`config.mk`:
```
export PLATFORM = sky130hd
export DESIGN_NAME = speed_sample_scheduler
export DESIGN_NICKNAME = d
export VERILOG_FILES = /design/src/rtl/speed_pkg.sv /design/src/rtl/speed_sample_scheduler_period_tick_gen.sv /design/src/rtl/speed_sample_scheduler.sv
export SDC_FILE = /design/constraint.sdc
export NUM_CORES = 1
export LEC_CHECK = 0
export ABC_CLOCK_PERIOD_IN_PS = 4150
export CORE_AREA = 2 2 201 203
export DETAILED_ROUTE_END_ITERATION = 10
export DIE_AREA = 0 0 203 205
export HOLD_SLACK_MARGIN = 0.06
export SLEW_MARGIN = 20
export SYNTH_ARGS = -nofsm -noshare
export SYNTH_HDL_FRONTEND = slang
export SYNTH_SLANG_ARGS = --single-unit
```
`constraint.sdc`:
```
create_clock -name clk -period 4.15 [get_ports clk]
set_input_delay 0.6225 -clock clk [delete_from_list [all_inputs] [get_ports clk]]
set_output_delay 0.6225 -clock clk [all_outputs]
set_load 0.005 [all_outputs]
```
`src/rtl/speed_pkg.sv`:
```
// Shared types and helpers for the speed sample scheduler.
// The saturate helper is only referenced when SPEED_SAT_EN is defined.
package speed_pkg;

    typedef enum logic [1:0] {
        IDLE = 2'd0,
        CALC = 2'd1,
        EMIT = 2'd2
    } state_t;

    localparam int ANGLE_W_DEFAULT = 32;

    // Clamp arithmetic runs at a fixed wide width so any ANGLE_W up to 63 fits.
    localparam int WIDE_W = 64;

    typedef logic signed [ANGLE_W_DEFAULT-1:0] omega_t;

    typedef struct packed {
        logic                     sat;
        logic signed [WIDE_W-1:0] value;
    } sat_result_t;

    function automatic sat_result_t saturate(
        input logic signed [WIDE_W-1:0] value,
        input logic signed [WIDE_W-1:0] limit
    );
        sat_result_t r;
        r.sat   = 1'b0;
        r.value = value;
        if (value > limit) begin
            r.sat   = 1'b1;
            r.value = limit;
        end else if (value < -limit) begin
            r.sat   = 1'b1;
            r.value = -limit;
        end
        return r;
    endfunction

endpackage

```
`src/rtl/speed_sample_scheduler_period_tick_gen.sv`:
```
// Free-running sample-period timer: one-cycle tick every PERIOD cycles while enabled.
// Dropping enable clears the count so the next period starts fresh.
module period_tick_gen #(
    parameter int PERIOD = 1048576
) (
    input  logic clk,
    input  logic reset,
    input  logic enable,
    output logic tick
);

    localparam int                CNT_W = (PERIOD > 1) ? $clog2(PERIOD) : 1;
    localparam logic [CNT_W-1:0] LAST  = CNT_W'(PERIOD - 1);

    logic [CNT_W-1:0] count;

    always_ff @(posedge clk) begin
        if (reset || !enable) begin
            count <= '0;
        end else if (count == LAST) begin
            count <= '0;
        end else begin
            count <= count + CNT_W'(1);
        end
    end

    assign tick = enable && (count == LAST);

endmodule

```
`src/rtl/speed_sample_scheduler.sv`:
```
// Time-shares one angle-difference datapath across N_CH channels and streams per-channel speed.
// Optional magnitude clamp on each delta when SPEED_SAT_EN is defined.
//
// state | meaning
// IDLE  | waiting for a sample tick (first tick after reset only primes prev)
// CALC  | compute delta for channel ch into the output register
// EMIT  | hold beat until omega_ready, then advance channel or finish round
module speed_sample_scheduler
    import speed_pkg::*;
#(
    parameter int N_CH      = 4,
    parameter int ANGLE_W   = ANGLE_W_DEFAULT,
    parameter int PERIOD    = 1048576,
    parameter int SAT_LIMIT = 2**20,
    localparam int CH_W     = (N_CH > 1) ? $clog2(N_CH) : 1
) (
    input  logic                    clk,
    input  logic                    reset,
    input  logic                    enable,
    input  logic [N_CH*ANGLE_W-1:0] angle_flat,
    output logic [ANGLE_W-1:0]      omega_data,
    output logic [CH_W-1:0]         omega_ch,
    output logic                    omega_valid,
    input  logic                    omega_ready,
    output logic                    omega_sat,
    output logic                    busy,
    output logic                    overrun,
    input  logic                    overrun_clr
);

    if (N_CH < 1) begin : g_nch_check
        $error("N_CH must be at least 1");
    end
    if (PERIOD < 2*N_CH + 2) begin : g_period_check
        $error("PERIOD must be at least 2*N_CH+2 so a round finishes before the next tick");
    end
    if (SAT_LIMIT < 1) begin : g_sat_check
        $error("SAT_LIMIT must be positive");
    end

    state_t             state_q, state_d;
    logic [CH_W-1:0]    ch_q;
    logic               primed_q;
    logic [ANGLE_W-1:0] snap_q  [N_CH];
    logic [ANGLE_W-1:0] prev_q  [N_CH];
    logic [ANGLE_W-1:0] angle_k [N_CH];

    logic               tick;
    logic               do_prime;
    logic               do_snap;
    logic               do_calc;
    logic               do_accept;
    logic               last_ch;
    logic [ANGLE_W-1:0] delta;
    logic [ANGLE_W-1:0] omega_d;
    logic               sat_d;

    period_tick_gen #(
        .PERIOD (PERIOD)
    ) u_tick (
        .clk    (clk),
        .reset  (reset),
        .enable (enable),
        .tick   (tick)
    );

    always_comb begin
        for (int k = 0; k < N_CH; k++) begin
            angle_k[k] = angle_flat[k*ANGLE_W +: ANGLE_W];
        end
    end

    assign last_ch = (ch_q == CH_W'(N_CH - 1));
    assign delta   = snap_q[ch_q] - prev_q[ch_q];

`ifdef SPEED_SAT_EN
    sat_result_t sat_res;

    assign sat_res = saturate(WIDE_W'(signed'(delta)), WIDE_W'(SAT_LIMIT));
    assign omega_d = sat_res.value[ANGLE_W-1:0];
    assign sat_d   = sat_res.sat;
`else
    assign omega_d = delta;
    assign sat_d   = 1'b0;
`endif

    always_ff @(posedge clk) begin
        if (reset) begin
            state_q <= IDLE;
        end else begin
            state_q <= state_d;
        end
    end

    always_comb begin
        state_d   = state_q;
        do_prime  = 1'b0;
        do_snap   = 1'b0;
        do_calc   = 1'b0;
        do_accept = 1'b0;
        case (state_q)
            IDLE: begin
                if (tick) begin
                    if (primed_q) begin
                        do_snap = 1'b1;
                        state_d = CALC;
                    end else begin
                        do_prime = 1'b1;
                    end
                end
            end
            CALC: begin
                do_calc = 1'b1;
                state_d = EMIT;
            end
            EMIT: begin
                if (omega_valid && omega_ready) begin
                    do_accept = 1'b1;
                    state_d   = last_ch ? IDLE : CALC;
                end
            end
            default: state_d = IDLE;
        endcase
    end

    // A tick that lands mid-round is dropped; only the sticky flag records it.
    always_ff @(posedge clk) begin
        if (reset) begin
            ch_q        <= '0;
            primed_q    <= 1'b0;
            omega_data  <= '0;
            omega_ch    <= '0;
            omega_valid <= 1'b0;
            omega_sat   <= 1'b0;
            overrun     <= 1'b0;
            for (int k = 0; k < N_CH; k++) begin
                snap_q[k] <= '0;
                prev_q[k] <= '0;
            end
        end else begin
            if (do_prime) begin
                primed_q <= 1'b1;
                for (int k = 0; k < N_CH; k++) begin
                    prev_q[k] <= angle_k[k];
                end
            end
            if (do_snap) begin
                ch_q <= '0;
                for (int k = 0; k < N_CH; k++) begin
                    snap_q[k] <= angle_k[k];
                end
            end
            if (do_calc) begin
                omega_data   <= omega_d;
                omega_sat    <= sat_d;
                omega_ch     <= ch_q;
                omega_valid  <= 1'b1;
                prev_q[ch_q] <= snap_q[ch_q];
            end
            if (do_accept) begin
                omega_valid <= 1'b0;
                if (!last_ch) begin
                    ch_q <= ch_q + CH_W'(1);
                end
            end
            if (tick && (state_q != IDLE)) begin
                overrun <= 1'b1;
            end else if (overrun_clr) begin
                overrun <= 1'b0;
            end
        end
    end

    assign busy = (state_q != IDLE);

endmodule
```
Yosys cells after proc, flatten, opt, wreduce, memory -nomap -nowiden
Memory sizes are Yosys's and may differ from the RTL's. A register that Yosys moved wholly into a read port is not among the register bits.
Index checks and enable logic that the tools add are counted.

word-level totals
  bits in registers = 61
  bits in latches = 0
  RAM bits = 256
  ROM bits = 0
  output and inout bits = 38
  memories kept = 2

memory list
  name    depth  width  read ports  clocked after memory_dff  wr ports  line                          text
  prev_q  4      32     1           1                         4         speed_sample_scheduler.sv:45  logic [ANGLE_W-1:0] prev_q [N_CH];
  snap_q  4      32     1           1                         4         speed_sample_scheduler.sv:44  logic [ANGLE_W-1:0] snap_q [N_CH];

cells by class
  $add $sub $neg = 3
  multipliers = 0
  divide/modulo/power cells = 0
  magnitude comparators = 0
  equal/unequal tests = 7
  shift operators = 0
  mux-type cells = 43
  bitwise operators = 8
  reductions and logical operators = 12

operators with widths
  operator                                                               number
  32-bit two-way mux                                                     9
  32-bit OR reduction                                                    1
  32-bit subtractor                                                      1
  1-bit two-way mux                                                      24
  20-bit by 1-bit adder with 20-bit output, second input constant        1
  20-bit equality test, second input constant                            1
  2-bit two-way mux                                                      9
  1-bit bitwise OR                                                       8
  2-bit inequality test, second input constant                           3
  2-bit case mux with 3 select lines                                     1
  2-bit equality test, second input constant                             2
  2-bit nonzero test                                                     2
  2-bit OR reduction                                                     2
  1-bit logical AND                                                      3
  3-bit AND reduction                                                    1
  2-bit by 1-bit adder with 2-bit output, second input constant          1
  2-bit by 1-bit equality test with 1-bit output, second input constant  1
  2-bit logical NOT                                                      1
  1-bit logical NOT                                                      1
  1-bit logical OR                                                       1

Longest topological paths before layout
Gate-level depths: netlist of run 1.

  depth after elaboration = 9
  depth in mapped cells = 17
  mapped depth without buffers = 13

Modules after synthesis
A second synthesis of run 1 with hierarchy kept.

second synthesis, totals
  cell total of the unflattened synthesis = 1201
  area total of the unflattened synthesis = 15562.4 um2

by module, submodules not included
  module                  times used  cells each  area an instance (um2)
  speed_sample_scheduler  1           1088        14609.0
  period_tick_gen         1           113         953.4

Least setup slack after synthesis of run 1
No wires, ideal clock.

  path kind = in2reg
  start = input reset
  end = memory snap_q[0][0] (netlist bit), enable pin
  library setup time = 1118 ps
  arrival time = 3340 ps
  required time = 3032 ps
  path slack = -309 ps
  stages = 4
  path buffers = 2
  cells stage by stage = inv_1 -> clkbuf_1 -> clkbuf_1 -> nand2_1

RTL lines
  element             line                          text
  start: declaration  speed_sample_scheduler.sv:18  input logic reset,
  end: declaration    speed_sample_scheduler.sv:44

==> results.md, run 1 <==
* Ant diodes at 0
* Critical path type: register to register
* DR WL/cell at between 20 and 25 microns
* Top Ports at 171
* Filler cells at 3477
* Slew margin rel. at around 47%
* Fin nets at approximately 1500
* Global route overflow at 0
* Ys async rst share at 0%
* Port bufs at about 170
* Critical path's slowest cell: mux4_2
* Top_reg_cell synth: edfxtp_1
* # resized after CTS at 0
* Cell Rows at 73
* Area Overhead vs Synth at 22.4%
* Initial Util at between 30% and 40%
* Sequential share of the synthesized area at between 50% and 60%
* DR vias/cell at around 5.5
* CTS Hold Bufs at 0
* Layout cells sized above 1 at 11.6%
* Comb pwr share at under 10%
* RSZ-0062 raised after global routing: no
* CTS tree: built
* Multi-input logic area at between 0.006 and 0.007 sq mm
* Clock group share of total power at 42.5%
* Max Clock Freq at 262 MHz
* Drt initial violations at around 870
* Pin count of the biggest net entering global routing at slightly above 90
* Detailed Route WL at slightly above 40 mm
* ANT nets after route at 0
* Yosys warns at 0
* Yosys top cell by area: edfxtp_1
* Clk slew on worst S/H paths at ~0.060 ns
* Period utilisation layout at approximately nine tenths
* Sw frac at between 20 and 25%
* Cell variety after synth at 62
* Syn Inst Count at approximately 1200
* Worst hold path class: register to register
* PD cells at 384 mW/mm^2
* Top post-synthesis cells by area: edfxtp_1, mux4_2, dfxtp_1, a22o_1, and2_1
* Leak at 6.67 nW
* Worst setup EP type: register
* Mean post-synth cell area at about 13 sq um
* Setup slack after layout at ~0.34 ns
* Worst Skew at ~0.022 ns
* H-tree Lvls at 2
* Post-CTS setup repair buffer count at 0
* Worst skew pair latency at approximately 0.53 ns
* Core Footprint at slightly below 0.04 sq mm
* Synthesized net count at 1367
* Largest stage delay on the critical path at roughly 0.58 ns
* Mapped Area at roughly 0.016 sq mm
* Power Total at approximately 7.3 mW
* Clk root buf: clkbuf_16
* Die area at 0.0416 sq mm
* Fin util at 48.3%
* Die Span Y at 205 microns
* Vias in the first global route at around 11000
* Final Max Slew Viols at 0
* Detailed Place HPWL at about 28 mm
* Clk buf depth at 3
* Internal at ~5.7 mW
* Peak supply drop at ~0.22 mV
* Switch Pwr at between 1.5 and 2 mW
* Final setup viols at 0
* Sequential power share at between 40% and 50%
* DP Worst Slack at between 0.3 and 0.4 ns
* Register area at a little under 0.009 sq mm
* Die Width at around 200 microns
* Setup TNS Final at 0 ns
* Vias post-DR at 10500
* Min cycle time layout at ~3.8 ns
* First-pass GRT wire length at approximately 63 mm
* Status: finished clean
* Critical Path RT at 4.57 ns
* Arrival time worst endpoint at about 4.2 ns
* #FFs+latches synth at about 320
* Initial DRT Pass Iterations at 5
* Total CTS buffers at 36
* CP startpoint kind: register
* Max-Cap Viols at 0
* RD Place Congestion at roughly 0.8
* Slew @ Worst Pin at about 0.80 ns
* Clock Sinks at 317
* Final Hold Viols at 0
* Post-synth EDFFs at 256
* Critical Path, Cell by Cell: buf_12, mux4_2, ha_1, a21o_1, a21o_1, a211oi_1, a21oi_1, o21ai_1, a21oi_1, o21a_1, a211o_1
* Total track usage at 19.8%
* Area share of the leading cell type in the synthesized netlist at approximately 49%
* Initial antenna violation count at 0
* CP max FO at 16
* DRC at 0
[Yosys cell counts, drive strengths merged, types with 5 or more instances]
library cell  count
a211oi            9
a31oi             6
buf              32
ha               36
nor3             12
nor2             54
clkbuf           48
nand2b            6
dfxtp            61
edfxtp          256
nor4b             5
and3              9
xor2             17
xnor2            19
nor2b             5
o21ai            20
o31ai             5
nand2            72
a21oi            55
or3               6
nand4            11
inv              44
and2            132
a22o            128
mux4             64
nand3            26
a21o             16
[layout by cell type, fill, tap and decap left out, types with 10 or more instances in the layout]
cell and n:
dfxtp_1 59, nand4_1 11, clkbuf_16 37, nor3_1 10, inv_1 44, and2_1 132, xor2_1 17, buf_4 21
a21o_1 16, a21oi_1 54, nand3_1 26, nor2_1 53, xnor2_1 19, o21ai_0 11, a22o_1 128, clkdlybuf4s50_1 168
ha_1 36, edfxtp_1 256, clkbuf_1 12, mux4_2 64, nand2_1 71
[cell families after synthesis]
kind of cell,Yosys count,share of synthesized area [%]
AOI/OAI and AO/OA,266,13.1
xor gates and xnor gates,36,2.03
adders and majority gates,37,3.03
buffers and inverters,124,3.20
DFF,317,57.3
muxes,66,9.40
other,1,0.0241
and+or+nand+nor,350,12.0
[flip-flops by register name, indices dropped and copies added (netlist names)]
signal / flops
snap_q: 128
overrun: 1
omega_valid: 1
prev_q: 128
primed_q: 1
u_tick.count: 20
ch_q: 2
omega_data: 32
omega_ch: 2
state_q: 2
[worst max-delay path, delay by kind of cell (launching register included)]
| kind | cells | cell delay, ns |
|---|---|---|
| compound gates | 8 | 1.94 |
| mux | 1 | 0.58 |
| flops | 1 | 0.52 |
| fa+ha+maj | 1 | 0.39 |
| buf+inv | 1 | 0.23 |
[metrics by stage]
step	area [sq um]	hold slack [ns]	cells
6_report	19000	0.460	1904
5_1_grt	19000	0.480	1904
4_1_cts	19000	0.457	1904
3_5_place_dp	17900	0.451	1839
3_3_place_gp	17900	0.440	1839
2_1_floorplan	15500	0.430	1197
[final timing paths]
check                           cells after the start            from  slack, ns             end
worst max-delay path                               11         ch_q[0]       0.34  omega_data[25]
worst min-delay path                                2  omega_data[13]       0.46  omega_data[13]
worst max register to register                     11         ch_q[0]       0.34  omega_data[25]
worst min register to register                      2  omega_data[13]       0.46  omega_data[13]
[routing by layer]
layer	routed length, microns	global-route usage, %
met1	18800	28.4
met2	19300	31.7
met3	2430	3.10
met4	688	4.59
met5	0	0
[power groups by stage]
stage	registers, mW	clock network [mW]	logic, mW
2_1_floorplan	3.64	0	0.321
3_3_place_gp	3.65	0	0.613
3_5_place_dp	3.65	0	0.612
4_1_cts	3.59	3.16	0.615
5_1_grt	3.60	3.28	0.662
6_report	3.58	3.10	0.614
[layout make-up]
cell class / instances / share of cell area (%)
repair buffers: 197 / 10.4
clock inverters: 13 / 0.677
multi-input cells: 756 / 32.4
inverters: 44 / 0.868
clock buffers: 52 / 5.32
flip-flops and latches: 317 / 46.9
well taps: 525 / 3.45
Power figures use the tool's default switching activity.
==> inputs of run 2 (changes only) <==
CAP_MARGIN = 10   (was default)
CELL_PAD_IN_SITES_DETAIL_PLACEMENT = 0   (was default)
CELL_PAD_IN_SITES_GLOBAL_PLACEMENT = 1   (was default)
PLACE_DENSITY_LB_ADDON = 0.1   (was default)
==> results.md, run 2 (synthesis gave the netlist of run 1 again) <==
* Commonest non-fill, non-tap cell in the layout: edfxtp_1
* DR WL/cell at 22.4 microns (+3.8%)
* Die Span Y at 205 microns (unchanged)
* Setup slack after layout at 0.424 ns (+0.0853 ns)
* Ant diodes at 0 (unchanged)
* Detailed Route WL at 42.9 mm (+4.1%)
* Critical path type: register to register
* Leak at 6.74 nW (+1.0%)
* Slew margin rel. at 39.8% (-7.2 points)
* Min cycle time layout at 3.73 ns (-0.0853 ns)
* CP max FO at 18 (+2)
* Post-Place Cells at 1841 (+0.11%)
* Initial antenna violation count at 0 (unchanged)
* Crit path max-delay family: compound AO/OA/AOI/OAI gates
* Worst hold path class: register to register
* Worst setup EP type: register
* DP Worst Slack at 0.404 ns (+0.0372 ns)
* Clk root buf: clkbuf_16
* Critical Path, Cell by Cell: buf_12, buf_4, mux4_2, inv_1, ha_1, a211oi_2, o31ai_1, a221o_1, a41oi_4, o21bai_2, o311ai_2, mux2i_1, nand2_1
* PD cells at 393 mW/mm^2 (+2.4%)
* Largest stage delay on the critical path at 0.54 ns (-0.04 ns)
* H-tree Lvls at 2 (unchanged)
* Fin util at 48.7% (+0.35 points)
* Detailed Place HPWL at 28.2 mm (+2.3%)
* DR vias/cell at 5.51 (+0.24%)
* Slew @ Worst Pin at 0.903 ns (+0.108 ns)
* Highest-count cells in the layout ignoring fill and taps: edfxtp_1, clkdlybuf4s50_1, and2_1
* # resized after CTS at 0 (unchanged)
* Period utilisation layout at 89.8% (-2.1 points)
* Drt initial violations at 782 (-11%)
* WHS at 0.455 ns (-0.00503 ns)
* Peak supply drop at 0.185 mV (-16%)
* Cell Rows at 73 (unchanged)
* Top Registers: prev_q x128, snap_q x128, omega_data x32
* Worst Path Buf+Inv at 3 (+2)
* Final Hold Viols at 0 (unchanged)
* Initial DRT Pass Iterations at 6 (+1)
* CTS Hold Bufs at 0 (unchanged)
* RSZ-0062 raised after global routing: no
* Top Ports at 171 (unchanged)
* DRC at 0 (unchanged)
* Critical Path RT at 4.56 ns (about the same)
* Total track usage at 20.8% (+0.96 points)
* Die area at 0.0416 sq mm (unchanged)
* ANT nets after route at 0 (unchanged)
* Layout cells sized above 1 at 12.2% (+0.60 points)
* CTS tree: built
* Global route overflow at 0 (unchanged)
* Arrival time worst endpoint at 4.14 ns (-0.09 ns)
* Status: finished clean
* Pin count of the biggest net entering global routing at 129 (+39%)
* Initial Util at 39.5% (unchanged)
* Vias post-DR at 10500 (+0.55%)
* Fin nets at 1526 (+0.26%)
* Post-CTS setup repair buffer count at 0 (unchanged)
* Final Max Slew Viols at 0 (unchanged)
* Clk buf depth at 3 (unchanged)
* Max-Cap Viols at 0 (unchanged)
* CP startpoint kind: register
* Final setup viols at 0 (unchanged)
* Core Footprint at 0.0394 sq mm (unchanged)
* Port bufs at 169 (unchanged)
* Worst Skew at 0.0151 ns (-0.00643 ns)
* Total CTS buffers at 38 (+5.6%)
* Die Width at 203 microns (unchanged)
* RD Place Congestion at 0.834 (+3.0%)
* Worst skew pair latency at 0.52 ns (about the same)
* Critical path's slowest cell: mux4_2
* Final Non-Filler Cells at 1910 (+0.32%)
* Setup TNS Final at 0 ns (unchanged)
* Filler cells at 3493 (+0.46%)
* First-pass GRT wire length at 65.4 mm (+3.6%)
* Vias in the first global route at 10700 (+0.84%)
* Max Clock Freq at 268 MHz (+2.3%)
* Area Overhead vs Synth at 23.3%
* Clock Sinks at 317 (unchanged)
* Clk slew on worst S/H paths at 0.06 ns (about the same)
-- run 2: per-layer routing --
layer	vias to the layer above	GRT usage (%)	wire length, microns
met5	-	0	0
met4	0	4.51	665
met3	48	3.05	2420
met2	335	32.6	19400
met1	5272	30.6	20400
li1	4877	-	-
-- run 2: worst paths after layout --
kind	to	from	cells after the start	slack, ns
hold reg to reg	omega_data[11]	omega_data[11]	2	0.46
hold / removal	omega_data[11]	omega_data[11]	2	0.46
setup reg to reg	omega_data[28]	ch_q[0]	13	0.42
setup / recovery	omega_data[28]	ch_q[0]	13	0.42
-- run 2: area by class of cell --
cell class	instances	area (sq um)	area share (%)
multi-input cells	756	6170	32.2
repair buffers	199	2000	10.4
flip-flops and latches	317	8920	46.5
clock buffers	54	1130	5.90
clock inverters	15	121	0.633
well taps	525	657	3.43
inverters	44	165	0.862
-- run 2: per-stage QoR --
stage                     cell area (sq um)  power, mW
after floorplan                       15500       3.96
after global placement                17900       4.28
after detailed placement              17900       4.28
after CTS                             19200       7.60
after global routing                  19200       7.78
final                                 19200       7.53
-- run 2: worst min-delay path, cell delays in order (launching register included) --
cell	delay [ns]
dfxtp_1	0.30
nand2_1	0.05
a21oi_1	0.05
-- run 2: where the power goes --
part | total [mW] | leakage (nW) | internal, mW | switching (mW)
clock | 3.32 | 0.619 | 2.02 | 1.30
combinational | 0.625 | 3.20 | 0.276 | 0.349
sequential | 3.59 | 2.92 | 3.55 | 0.0347
==> inputs of run 3 (changes only) <==
SLEW_MARGIN = default   (was 20)
==> results.md, run 3 (synthesis gave the netlist of run 1 again) <==
* Status: finished clean
* Max Clock Freq at 267 MHz (-0.48%)
* CP max FO at 18 (unchanged)
* Core Footprint at 0.0394 sq mm (unchanged)
* Initial DRT Pass Iterations at 5 (-1)
* Critical Path RT at 4.57 ns (about the same)
* Slew margin rel. at 22.5% (-17 points)
* Worst reg2reg endpoint: omega_data[28]
* Setup TNS Final at 0 ns (unchanged)
* Fin nets at 1526 (unchanged)
* Critical path's slowest cell: mux4_2
* Cell Rows at 73 (unchanged)
* RSZ-0062 raised after global routing: no
* Flop2flop setup slack at 0.41 ns (-0.02 ns)
* Critical Path, Cell by Cell: buf_12, buf_4, mux4_2, inv_1, ha_1, a211oi_2, o31ai_1, a221o_1, a41oi_4, o21bai_2, o311ai_2, mux2i_1, nand2_1
* Min cycle time layout at 3.74 ns (+0.0181 ns)
* Detailed Route WL at 42.7 mm (-0.31%)
* Vias in the first global route at 10600 (-0.85%)
* Hold Path End: omega_data[11]
* Detailed Place HPWL at 28.2 mm (about the same)
* Hold path start: omega_data[11]
* Critical path type: register to register
* Arrival time worst endpoint at 4.16 ns (+0.02 ns)
* PD cells at 390 mW/mm^2 (-0.65%)
* Leak at 6.72 nW (-0.23%)
* Initial antenna violation count at 1 (+1)
* Post-CTS setup repair buffer count at 0 (unchanged)
* Peak supply drop at 0.262 mV (+42%)
* DR vias/cell at 5.49 (-0.47%)
* Final Hold Viols at 0 (unchanged)
* CTS tree: built
* Global route overflow at 0 (unchanged)
* Final Max Slew Viols at 0 (unchanged)
* Highest-count cells in the layout ignoring fill and taps: edfxtp_1, clkdlybuf4s50_1, and2_1
* FF-to-FF Start: ch_q[0]
* Drt initial violations at 707 (-9.6%)
* Max-Cap Viols at 0 (unchanged)
* Period utilisation layout at 90.2% (+0.44 points)
* Vias post-DR at 10500 (-0.42%)
* CTS Hold Bufs at 0 (unchanged)
* Slew @ Worst Pin at 1.16 ns (+0.259 ns)
* ANT nets after route at 0 (unchanged)
* Commonest non-fill, non-tap cell in the layout: edfxtp_1
* Clock Sinks at 317 (unchanged)
* Worst hold path class: register to register
* Worst skew pair latency at 0.53 ns (about the same)
* Layout cells sized above 1 at 12.1% (-0.072 points)
* Total track usage at 20.8% (+0.023 points)
* Initial Util at 39.5% (unchanged)
* RD Place Congestion at 0.834 (unchanged)
* Final setup viols at 0 (unchanged)
* # resized after CTS at 0 (unchanged)
* Power Total at 7.47 mW (-0.84%)
* Die Span Y at 205 microns (unchanged)
* Top Registers: prev_q x128, snap_q x128, omega_data x32
* Die area at 0.0416 sq mm (unchanged)
* Worst Skew at 0.0154 ns (+0.000267 ns)
* Total CTS buffers at 38 (unchanged)
* Hold Path Cell Cnt at 2 (unchanged)
* Area Overhead vs Synth at 23.0%
* Top Ports at 171 (unchanged)
* CP startpoint kind: register
* Worst Reg-to-Reg Cells at 13 (unchanged)
* Worst setup EP type: register
* Port bufs at 169 (unchanged)
* First-pass GRT wire length at 65.3 mm (-0.13%)
* Clk buf depth at 3 (unchanged)
* Clk slew on worst S/H paths at 0.06 ns (about the same)
* Largest stage delay on the critical path at 0.54 ns (about the same)
* H-tree Lvls at 2 (unchanged)
* Die Width at 203 microns (unchanged)
* DRC at 0 (unchanged)
* Fin util at 48.6% (-0.092 points)
* Pin count of the biggest net entering global routing at 129 (unchanged)
* WHS at 0.457 ns (+0.00204 ns)
* DR WL/cell at 22.4 microns (-0.37%)
* Clk root buf: clkbuf_16
-- run 3: critical path, delay by kind of cell (launching register included) --
kind                     cells  cell delay, ns
buffers and inverters        3            0.59
multiplexers                 2            0.76
adder cells (fa/ha/maj)      1            0.30
flip-flops                   1            0.47
AO/OA/AOI/OAI                6            1.39
AND/OR/NAND/NOR              1            0.06
-- run 3: area by class of cell --
type                    count  area, sq um
repair buffers            199         2000
fillers                  3545        20200
clock inverters            17          129
clock buffers              52         1090
multi-input cells         756         6170
inverters                  44          165
flip-flops and latches    317         8920
well taps                 525          657
diodes                      1         2.50
-- run 3: worst max path at each step --
stage | start | end | slack, ns | cells past startpoint
finish | ch_q[0] | omega_data[28] | 0.41 | 13
global route | ch_q[0] | omega_data[28] | 0.1 | 13
CTS | ch_q[0] | omega_data[28] | 0.35 | 13
detailed placement | ch_q[0] | omega_data[28] | 0.40 | 13
global placement | ch_q[0] | omega_data[28] | 0.44 | 12
floorplan | ch_q[0] | omega_data[28] | 0.03 | 16
-- run 3: per-layer routing --
layer	vias up	GRT usage (%)	share of wire, %
li1	4875	-	-
met1	5290	31.0	48
met2	284	31.8	45
met3	39	3.28	5.5
met4	0	5.14	1.4
met5	-	0	0
-- run 3: where the power goes --
group	switching, mW	internal (mW)	total [mW]
clock	1.30	1.96	3.26
combinational	0.348	0.276	0.624
sequential	0.0345	3.55	3.59
total	1.68	5.78	7.47
-- run 3: per-stage QoR --
stage                     cell area [sq um]  setup WS, ns  cells
after floorplan                       15500        0.0329   1197
after global placement                17900         0.436   1841
after detailed placement              17900         0.405   1841
after CTS                             19100         0.354   1910
after global routing                  19100         0.100   1911
final                                 19100         0.405   1911
==> RTL change 1: new RTL, config.mk and constraints of run 3 <==
Put one more register stage on the output `overrun`, with the module's reset. The value now appears one clock later. The other outputs are not delayed to match.
--- a/src/rtl/speed_sample_scheduler.sv
+++ b/src/rtl/speed_sample_scheduler.sv
@@ -27,6 +27,8 @@
     output logic                    overrun,
     input  logic                    overrun_clr
 );
+
+    logic overrun_s0;
 
     if (N_CH < 1) begin : g_nch_check
         $error("N_CH must be at least 1");
@@ -132,7 +134,7 @@
             omega_ch    <= '0;
             omega_valid <= 1'b0;
             omega_sat   <= 1'b0;
-            overrun     <= 1'b0;
+            overrun_s0  <= 1'b0;
             for (int k = 0; k < N_CH; k++) begin
                 snap_q[k] <= '0;
                 prev_q[k] <= '0;
@@ -164,13 +166,21 @@
                 end
             end
             if (tick && (state_q != IDLE)) begin
-                overrun <= 1'b1;
+                overrun_s0 <= 1'b1;
             end else if (overrun_clr) begin
-                overrun <= 1'b0;
+                overrun_s0 <= 1'b0;
             end
         end
     end
 
     assign busy = (state_q != IDLE);
 
+    always_ff @(posedge clk) begin
+        if (reset) begin
+            overrun <= '0;
+        end else begin
+            overrun <= overrun_s0;
+        end
+    end
+
 endmodule
Formal check against the unedited RTL: same outputs for any inputs over 10 cycles, from zero or initial values and one cycle with reset high; that may be too few to reach the edited logic, so the function may still have changed.
==> RTL change 1 against run 3 <==
- via count is 0.31% higher
- die area stayed put
- sequential power about the same
- combinational power is 0.6% higher
- sequential cell count rose by 1
- cell area up 0.49%
- power increased by 1.7%
- utilization grew 0.24 points
- worst setup slack gained 0.039 ns
- fmax grew 1.0%
- hold slack lost 0.0050 ns
- area after synthesis shrank 0.20%
- wire length hardly changed
- critical endpoint is now omega_data[26]
==> RTL change 1: results (changes against run 3) <==
* Overall routed net length at 42.8 mm (was 42.7 mm)
* Final-stage net count at 1,520 (was 1,526)
* Synth top area cells: sky130_fd_sc_hd__edfxtp_1, sky130_fd_sc_hd__mux4_2, sky130_fd_sc_hd__dfxtp_1 (unchanged)
* Global-route met2 utilization at 33.1% (was 31.8%)
* CP arrival at 4.12 ns (was 4.16 ns)
* DPL Wire Length at 28.3 mm (was 28.2 mm)
* Sequential fraction of the synthesis area at 57.6% (was 57.3%)
* Global placement routability congestion at 0.811 (was 0.834)
* Maximum clock path buffer count at 3 (unchanged)
* Startpoint of the worst hold path: omega_data[27] (was omega_data[11])
* Registers with the most flip-flops: prev_q: 128 flops, snap_q: 128 flops, omega_data: 32 flops (unchanged)
* Syn nets at 1,353 (was 1,367)
* Number of detailed-route iterations in the first pass at 5 (unchanged)
* Initial detailed-routing violation count at 736 (was 707)
* Most frequent cells after synthesis: sky130_fd_sc_hd__edfxtp_1, sky130_fd_sc_hd__and2_1, sky130_fd_sc_hd__a22o_1, sky130_fd_sc_hd__nand2_1, sky130_fd_sc_hd__mux4_2 (unchanged)
* Status: finished clean (unchanged)
* Relative max-transition margin at 48.7% (was 22.5%)
* Antenna Diode Count at 0 (was 1)
* Global-route wire length before repair at 64.6 mm (was 65.3 mm)
* Instance area after placement at 0.0179 mm^2 (about the same)
* Max Clock Skew at 0.0178 ns (was 0.0154 ns)
* Gate family responsible for the most delay along the worst path: simple AND/OR/NAND/NOR gates (was compound AO/OA/AOI/OAI gates)
* Critical path origin: ch_q[0] (unchanged)
* P_leak at 6.80 nW (was 6.72 nW)
* Total routing resource utilization after global routing at 20.6% (was 20.8%)
* EDFF count, synth at 256 (unchanged)
* Setup slack on the worst flop-to-flop path at 0.44 ns (was 0.41 ns)
* Largest fanout of any net on the critical path at 28 (was 18)
* Crit path largest cell delay at 0.60 ns (was 0.54 ns)
* Met1 layer usage reported by global route at 30.0% (was 31.0%)
* Worst IR drop on VDD at 243 uV (was 262 uV)
* Fraction of final layout cells sized beyond drive strength 1 at 11.9% (was 12.1%)
* Hold slack final at 0.452 ns (was 0.457 ns)
* Maximum number of pins on one net before global-route repair at 69 (was 129)
* Number of different library cells in the post-synthesis netlist at 55 (was 62)
* TritonCTS Buffers at 39 (was 38)
* Via count of the routed design at 10,521 (was 10,488)
* Global routing met3 resource utilization at 2.82% (was 3.28%)
## RTL change 1: routing by layer
metal	vias to the layer above	part of all wire (%)
li1	4872	-
met1	5287	47
met2	316	47
met3	46	4.9
met4	0	1.3
met5	-	0
## RTL change 1: power by group
group          internal (W)  switching [W]  total [W]
registers           0.00356      0.0000325    0.00359
logic              0.000285       0.000343   0.000628
clock network       0.00202        0.00135    0.00337
total               0.00587        0.00172    0.00759
## RTL change 1: area by class of cell
type                    instances  area [um^2]  area share [%]
multi-input cells             743         6120            31.8
well taps                     525          657            3.42
clock inverters                23          198            1.03
flip-flops and latches        318         8940            46.5
repair buffers                203         2070            10.8
inverters                      45          169           0.879
clock buffers                  49         1070            5.59
## RTL change 1: logic make-up after synthesis
kind of cell,Yosys count,synth area share [%]
compound gates,268,13.2
xor+xnor,35,1.98
fa+ha+maj,37,3.03
buf+inv,122,3.15
flops,318,57.6
mux,64,9.29
other cells,1,0.0242
simple gates,338,11.8
## RTL change 1: worst reg2reg max path: cells and delay by family, from the launching register on
kind / cells / cell delay, ns
DFF: 1 / 0.37
and+or+nand+nor: 4 / 1.08
AOI/OAI and AO/OA: 4 / 0.83
muxes: 1 / 0.63
adders and majority gates: 1 / 0.44
buffers and inverters: 1 / 0.24
## RTL change 1: per-stage QoR
stage / worst slack, ns / instances
floorplan: 0.118 / 1183
global placement: 0.473 / 1834
detailed placement: 0.460 / 1834
CTS: 0.422 / 1906
global route: 0.181 / 1906
finish: 0.444 / 1906
## RTL change 1: worst paths after layout
| check | to | cells past startpoint |
|---|---|---|
| worst max-delay path | omega_data[26] | 11 |
| worst min-delay path | omega_data[27] | 2 |
| worst max register to register | omega_data[26] | 11 |
| worst min register to register | omega_data[27] | 2 |
==> RTL change 2: new RTL, settings of run 3 <==
Without the edit above. The package constant `ANGLE_W_DEFAULT` goes from 32 to 16.
--- a/src/rtl/speed_pkg.sv
+++ b/src/rtl/speed_pkg.sv
@@ -8,7 +8,7 @@
         EMIT = 2'd2
     } state_t;
 
-    localparam int ANGLE_W_DEFAULT = 32;
+    localparam int ANGLE_W_DEFAULT = 16;
 
     // Clamp arithmetic runs at a fixed wide width so any ANGLE_W up to 63 fits.
     localparam int WIDE_W = 64;
Interface: changed (resized angle_flat and omega_data); port bits go from 171 to 91. The function was not compared with the original's and may differ.
==> RTL change 2 against run 3 <==
- sequential share of layout area shrank 2.1 points
- area after synthesis decreased by 45%
- sequential cell count decreased by 144
- worst setup slack better by 0.30 ns
- utilization down 21 points
- largest cell class unchanged
- die area is the same
- final cell count down 26%
- clock power down 48%
- sequential power down 47%
- cell area down 44%
- power shrank 48%
- wire length decreased by 38%
- highest routed layer unchanged
- synthesized cell count shrank 33%
==> RTL change 2: results (changes against run 3) <==
* Status: finished clean (unchanged)
* Hold slack final at 0.454 ns (was 0.457 ns)
* Hold-critical path endpoint: omega_ch[0] (was omega_data[11])
* Largest fanout of any net on the critical path at 17 (was 18)
* Minimum setup slack after placement at 0.631 ns (was 0.405 ns)
* Highest Clock Rate at 290 MHz (was 267 MHz)
* Maximum number of pins on one net before global-route repair at 65 (was 129)
* Routed wl met2 at 12.4 mm (was 19.4 mm)
* Worst IR drop on VDD at 246 uV (was 262 uV)
* Cell count after synthesis at 802 (was 1,197)
* Total routing resource utilization after global routing at 13.4% (was 20.8%)
* Critical register-to-register path endpoint: omega_data[15] (was omega_data[28])
* Sequential fraction of the synthesis area at 55.6% (was 57.3%)
* Clock network fraction of total power at 43.7% (was 43.6%)
* Global-route met2 utilization at 21.4% (was 31.8%)
* Crit path largest cell delay at 0.64 ns (was 0.54 ns)
* Capture point of the worst path: omega_data[15] (was omega_data[28])
* Global routing met3 resource utilization at 2.20% (was 3.28%)
* Number of different library cells in the post-synthesis netlist at 48 (was 62)
* Average detailed-routed wire length per instance at 18.8 um (was 22.4 um)
* Final-stage net count at 972 (was 1,526)
* Global placement routability congestion at 0.712 (was 0.834)
* Registers with the most flip-flops: prev_q: 64 flops, snap_q: 64 flops, u_tick.count: 20 flops (was prev_q: 128 flops, snap_q: 128 flops, omega_data: 32 flops)
* Setup slack on the worst flop-to-flop path at 0.71 ns (was 0.41 ns)
* Synth top area cells: sky130_fd_sc_hd__edfxtp_1, sky130_fd_sc_hd__dfxtp_1, sky130_fd_sc_hd__mux4_2 (was sky130_fd_sc_hd__edfxtp_1, sky130_fd_sc_hd__mux4_2, sky130_fd_sc_hd__dfxtp_1)
* Met1 layer usage reported by global route at 18.6% (was 31.0%)
* Number of cells after detailed placement at 1,388 (was 1,841)
* Relative max-transition margin at 44.0% (was 22.5%)
* Max Clock Skew at 0.0151 ns (was 0.0154 ns)
* Htree depth at 4 (was 2)
* Maximum clock path buffer count at 2 (was 3)
* M1 WL at 13.3 mm (was 20.4 mm)
* Global-route wire length before repair at 40.6 mm (was 65.3 mm)
* Total met3 wirelength after detailed routing at 630 um (was 2.37 mm)
* Sequential standard cell area at 0.00475 mm^2 (was 0.00892 mm^2)
* DPL Wire Length at 18.1 mm (was 28.2 mm)
* Total net switching power at 0.000926 W (was 0.00168 W)
* Most frequent cells after synthesis: sky130_fd_sc_hd__nand2_1, sky130_fd_sc_hd__edfxtp_1, sky130_fd_sc_hd__nor2_1, sky130_fd_sc_hd__o21ai_1, sky130_fd_sc_hd__dfxtp_1 (was sky130_fd_sc_hd__edfxtp_1, sky130_fd_sc_hd__and2_1, sky130_fd_sc_hd__a22o_1, sky130_fd_sc_hd__nand2_1, sky130_fd_sc_hd__mux4_2)
* Number of global-route vias before repair at 6,423 (was 10,595)
* TritonCTS Buffers at 17 (was 38)
* Number of detailed-route iterations in the first pass at 4 (was 5)
* Instance area after placement at 0.0101 mm^2 (was 0.0179 mm^2)
* Via count of the routed design at 5,997 (was 10,488)
## RTL change 2: changes by cell type after synthesis, moves of 32 or more
cell,change
sky130_fd_sc_hd__nand2_1,+91
sky130_fd_sc_hd__mux4_2,-32
sky130_fd_sc_hd__edfxtp_1,-128
sky130_fd_sc_hd__and2_1,-131
sky130_fd_sc_hd__a22o_1,-127
sky130_fd_sc_hd__o21ai_1,+51
sky130_fd_sc_hd__a21oi_1,-33
## RTL change 2: cell families after synthesis
logic type	after synthesis	synth area share, %
AOI/OAI and AO/OA	129	8.50
xor gates and xnor gates	26	2.67
adders and majority gates	21	3.16
buffers and inverters	78	4.00
DFF	173	55.6
muxes	33	8.56
other	1	0.0439
and+or+nand+nor	341	17.5
## RTL change 2: final cells by class
cell class / instances / area share [%]
well taps: 525 / 6.16
flip-flops and latches: 173 / 44.5
multi-input cells: 551 / 32.5
repair buffers: 110 / 10.1
inverters: 29 / 1.02
clock inverters: 14 / 1.69
clock buffers: 18 / 4.02
